### config.mk
export PLATFORM = sky130hd
export DESIGN_NAME = sysmgr_rst_seq
export DESIGN_NICKNAME = d
export VERILOG_FILES = /design/src/rtl/sysmgr_rst_seq.sv
export SDC_FILE = /design/constraint.sdc
export NUM_CORES = 1
export LEC_CHECK = 0
export BUFFER_PORTS_ARGS = -buffer_cell sky130_fd_sc_hd__buf_4
export CAP_MARGIN = 20
export CORE_ASPECT_RATIO = 0.75
export CORE_MARGIN = 4
export CORE_UTILIZATION = 57
export DETAILED_ROUTE_END_ITERATION = 8
export HOLD_SLACK_MARGIN = 0.02
export MAX_ROUTING_LAYER = met4
export PLACE_DENSITY = 0.77
export SYNTH_ARGS = -nofsm -noshare
export SYNTH_HDL_FRONTEND = slang
export SYNTH_SLANG_ARGS = --single-unit
### constraint.sdc
create_clock -name clk -period 1.83 [get_ports clk]
set_input_delay 0.183 -clock clk [delete_from_list [all_inputs] [get_ports clk]]
set_output_delay 0.183 -clock clk [all_outputs]
set_load 0.03 [all_outputs]
### src/rtl/sysmgr_rst_seq.sv
// sysmgr_rst_seq
// PLL bring-up and staged reset sequencer for the system clock manager.
// It holds the PLL in reset and then waits for a stable lock, retrying when
// lock does not arrive in time. After that it releases rst_early first and
// rst_late a fixed gap later. The whole block runs on the free-running
// reference clock.
//
// Ports
//   clk         in   reference clock, free-running
//   rst         in   synchronous active-high reset
//   pll_lock    in   PLL LOCK, asynchronous to clk (synchronised here)
//   restart     in   single-cycle request to re-run the whole sequence
//   clr_status  in   clears lock_lost and retry_cnt
//   pll_resetb  out  PLL RESETB, active-low
//   rst_early   out  reset request for SERDES/QPI/CRG, active-high
//   rst_late    out  reset request for main logic, active-high
//   ready       out  sequence complete, PLL locked
//   lock_lost   out  sticky: lock dropped after release began
//   retry_cnt   out  lock-timeout retries, saturating at 15
module sysmgr_rst_seq #(
   parameter int unsigned RESET_HOLD   = 16,
   parameter int unsigned LOCK_TIMEOUT = 4096,
   parameter int unsigned LOCK_STABLE  = 256,
   parameter int unsigned STAGE_GAP    = 8
) (
   input  logic       clk,
   input  logic       rst,
   input  logic       pll_lock,
   input  logic       restart,
   input  logic       clr_status,
   output logic       pll_resetb,
   output logic       rst_early,
   output logic       rst_late,
   output logic       ready,
   output logic       lock_lost,
   output logic [3:0] retry_cnt
);

   // One shared counter is used. It must be wide enough for the longest interval.
   localparam int unsigned MAX_AB = (RESET_HOLD  > LOCK_TIMEOUT) ? RESET_HOLD  : LOCK_TIMEOUT;
   localparam int unsigned MAX_CD = (LOCK_STABLE > STAGE_GAP)    ? LOCK_STABLE : STAGE_GAP;
   localparam int unsigned MAX_P  = (MAX_AB > MAX_CD) ? MAX_AB : MAX_CD;
   localparam int unsigned CW     = (MAX_P > 1) ? $clog2(MAX_P) : 1;

   localparam logic [CW-1:0] HOLD_END    = CW'(RESET_HOLD - 1);
   localparam logic [CW-1:0] TIMEOUT_END = CW'(LOCK_TIMEOUT - 1);
   localparam logic [CW-1:0] STABLE_END  = CW'(LOCK_STABLE - 1);
   localparam logic [CW-1:0] GAP_END     = CW'(STAGE_GAP - 1);

   typedef enum logic [2:0] {
      HOLD,
      WAIT_LOCK,
      STABLE,
      RELEASE,
      RUN
   } state_t;

   state_t        state;
   logic [CW-1:0] cnt;
   logic          lock_meta;
   logic          lock_s;

   always_ff @(posedge clk) begin
      if (rst) begin
         state      <= HOLD;
         cnt        <= '0;
         lock_meta  <= 1'b0;
         lock_s     <= 1'b0;
         lock_lost  <= 1'b0;
         retry_cnt  <= '0;
         pll_resetb <= 1'b0;
         rst_early  <= 1'b1;
         rst_late   <= 1'b1;
         ready      <= 1'b0;
      end else begin
         lock_meta <= pll_lock;
         lock_s    <= lock_meta;

         // Outputs decode the state register itself, so they settle one clock
         // after the state changes. They are glitch-free and all change together.
         pll_resetb <= (state != HOLD);
         rst_early  <= (state == HOLD) || (state == WAIT_LOCK) || (state == STABLE);
         rst_late   <= (state != RUN);
         ready      <= (state == RUN);

         // The clear is written first. Any set or increment further down in the
         // same clock overrides it.
         if (clr_status) begin
            lock_lost <= 1'b0;
            retry_cnt <= '0;
         end

         cnt <= cnt + 1'b1;

         if (restart) begin
            state <= HOLD;
            cnt   <= '0;
         end else begin
            case (state)
               HOLD: begin
                  if (cnt == HOLD_END) begin
                     state <= WAIT_LOCK;
                     cnt   <= '0;
                  end
               end
               WAIT_LOCK: begin
                  if (lock_s) begin
                     state <= STABLE;
                     cnt   <= '0;
                  end else if (cnt == TIMEOUT_END) begin
                     state     <= HOLD;
                     cnt       <= '0;
                     retry_cnt <= (retry_cnt == 4'hF) ? retry_cnt : retry_cnt + 4'd1;
                  end
               end
               STABLE: begin
                  if (!lock_s) begin
                     state <= WAIT_LOCK;
                     cnt   <= '0;
                  end else if (cnt == STABLE_END) begin
                     state <= RELEASE;
                     cnt   <= '0;
                  end
               end
               RELEASE: begin
                  if (!lock_s) begin
                     state     <= HOLD;
                     cnt       <= '0;
                     lock_lost <= 1'b1;
                  end else if (cnt == GAP_END) begin
                     state <= RUN;
                     cnt   <= '0;
                  end
               end
               RUN: begin
                  if (!lock_s) begin
                     state     <= HOLD;
                     cnt       <= '0;
                     lock_lost <= 1'b1;
                  end
               end
               default: begin
                  state <= HOLD;
                  cnt   <= '0;
               end
            endcase
         end
      end
   end

endmodule

==> metrics <==
status=complete, no violations; Slew @ Worst Pin=between 0.5 and 0.6 ns; Period minus WS final=~1.7 ns; Post-DRT Antenna Nets=0; CTS hold repair buffers=0; Placement Setup Slack=between 0.002 and 0.0025 ns; Via Count=1216; # rows=15; DR DRC count=0; clock latency on the worst-skew pair=approximately 0.32 ns; DRT Pass-1 Iters=4; critical path class=reg2reg; Max clock buf depth=2; Crit. Startpoint=cnt[9]; gr ovfl total=0; asr flop ratio synth=0%; switching pwr=0.0001929 W; worst hold path type=in2reg; Critical Path RT=2.06 ns; H-tree depth=1; Post-Syn Nets=between 150 and 200; final hold vios=0; commonest cells in the netlist=26 x dfxtp_1, 9 x a211oi_1, 8 x nand3_1, 8 x nor2_1, 7 x xor2_1; final instance area=about 1700 µm²; drt via density=6.050; clock root buffer=clkbuf_4; hold slack=between 0.06 and 0.07 ns; initial antenna violation count=0; layout cell share with drive strength beyond 1=between 30% and 40%; via count of the first global-routing pass=about 1.1k; Synth Register Bits=26; IO Pins=14; peak supply drop=about 0.00062 V; detailed placement HPWL=about 2100 µm; first-pass GRT wire length=between 5000 and 6000 µm; clock skew=about 0.016 ns; area of the core=roughly 2300 µm²; Worst slew margin=between 60% and 70%; Initial Util=around three fifths; count leader, synth=dfxtp_1; Overall Power=slightly below 0.0009 W; P_int=0.0007004 W; maximum number of pins on one net before global-route repair=17; R2R Path Start=cnt[9]; clock share of power=between 30 and 40%; fillers=between 150 and 200; Tcrit/Tclk final=between 90% and 100%; die area=3355 µm²; synth unique cells=52; GRT Resource Usage Total=19.98%; hold_sp=pll_lock; Final setup viols=0; Reg clk slew, reported paths=0.15 ns; placed cell area=about 1500 µm²; Slew Limit Fails=0; Seq pwr share=between 60% and 70%; CP startpoint kind=flop; DIE HEIGHT=~51 µm; register area=approximately 530 µm²; Worst Path Arrival=approximately 2.0 ns; Syn Inst Count=149; cell area after synthesis=roughly 1400 µm²; f_max=around 570 MHz; CP endpoint kind=flop; Leakage=~0.59 nW; Switching Fraction=between 20% and 30%; Iteration-0 DRC Markers=about 90; final worst setup slack=a little over 0.08 ns; Port-buffer cells=13; Yosys warnings=0; Max Cap Violations=0; Gate power share=~3.6%; CP Max Fanout=5; GPL Wtd Cong=between 0.8 and 0.9; Synth Area per Inst=between 9 and 10 µm²; WL final=3096 µm; clk sinks=26; CTS tree=built; Post-synth top flop=dfxtp_1; Die Wd=about 66 µm; area grow syn2layout=18.46%; Final nets=between 150 and 200; average wire per standard cell=around 15 µm; post-synth top area share=between 30% and 40%; sequential fraction of the synthesis area=~37%; Diodes inserted=0; Num CTS Buffers=3; Synth area leaders=dfxtp_1 37%, a211oi_1 4.8%, xor2_1 4.3%; Power per Cell Area=between 500 and 600 nW/µm²; area occupied by multi-input gates=slightly below 900 µm²; number of flops mapped to enable cells by yosys=0; top cell type by total area after synthesis=dfxtp_1
-- state kept, by name, indices dropped and copies added, names as in the netlist --
signal,flops
rst_early,1
retry_cnt,4
cnt,12
lock_meta,1
lock_s,1
lock_lost,1
state,3
ready,1
pll_resetb,1
rst_late,1
-- timing repair --
action / in CTS / in global routing
setup endpoints to repair: 1 / 15
setup buffers: 0 / 4
pin swaps: 0 / 4
resized for setup: 2 / 19
-- through the flow --
stage	cells	utilization [%]	TNS (ns)
6_report	201	72.10	0
4_1_cts	197	67.42	0
3_5_place_dp	193	65.75	0
3_3_place_gp	193	65.75	0
2_1_floorplan	149	-	0
5_1_grt	201	72.10	-0.08835
-- per-layer routing --
| layer | vias up | GRT usage (%) | wire length, µm |
|---|---|---|---|
| met4 | 0 | 2.069 | 24 |
| met3 | 4 | 5.275 | 174 |
| met5 | - | - | 0 |
| li1 | 600 | - | - |
| met2 | 34 | 31.26 | 1408 |
| met1 | 578 | 27.00 | 1488 |
-- cell type report --
| class | count | share of cell area [%] |
|---|---|---|
| multi-input cells | 109 | 51.83 |
| flip-flops and latches | 26 | 31.84 |
| repair buffers | 23 | 10.51 |
| well taps | 34 | 2.535 |
| clock buffers | 4 | 2.163 |
| inverters | 5 | 1.119 |
-- path summary, 6_finish.rpt --
kind | end | slack [ns] | depth (start not counted)
setup / recovery | retry_cnt[2] | 0.08 | 4
hold / removal | lock_meta | 0.07 | 2
hold reg to reg | lock_s | 0.45 | 1
setup reg to reg | retry_cnt[2] | 0.08 | 4
-- placed cells by master, fill, tap and decap left out, types with 3 or more instances in the layout --
| master | synthesis | routed |
|---|---|---|
| buf_4 | 1 | 22 |
| dfxtp_1 | 26 | 21 |
| a211oi_2 | 4 | 8 |
| nor2_1 | 8 | 8 |
| nand3_1 | 8 | 7 |
| xor2_1 | 7 | 7 |
| nand4_1 | 5 | 5 |
| and3_1 | 5 | 5 |
| inv_1 | 5 | 5 |
| a211oi_1 | 9 | 5 |
| nor3_1 | 4 | 4 |
| a21oi_1 | 4 | 4 |
| xnor2_1 | 4 | 4 |
| nor2b_1 | 3 | 3 |
| o211ai_1 | 3 | 3 |
| clkbuf_4 | 0 | 3 |
| dfxtp_4 | 0 | 3 |
-- power groups by stage --
| stage | registers (W) | clock network, W | logic (W) |
|---|---|---|---|
| floorplan | 0.000585 | 0 | 0.0000198 |
| global placement | 0.000586 | 0 | 0.0000285 |
| detailed placement | 0.000587 | 0 | 0.0000292 |
| CTS | 0.000574 | 0.000298 | 0.0000293 |
| global route | 0.000572 | 0.000321 | 0.0000352 |
| finish | 0.000571 | 0.000291 | 0.0000319 |
-- worst max-delay path: stages (launching register included) --
cell	delay, ns
dfxtp_1	0.48
nand4_1	0.28
or3_1	0.49
nor4_2	0.33
a2111oi_2	0.08
-- cells by family after synthesis --
kind of cell,after synthesis,synth area share [%]
AOI/OAI and AO/OA,34,19.35
and+or+nand+nor,62,28.98
DFF,26,36.75
buffers and inverters,14,6.360
xor gates and xnor gates,11,6.802
adders and majority gates,2,1.767
Note: power is estimated with default switching activity, not from simulation.
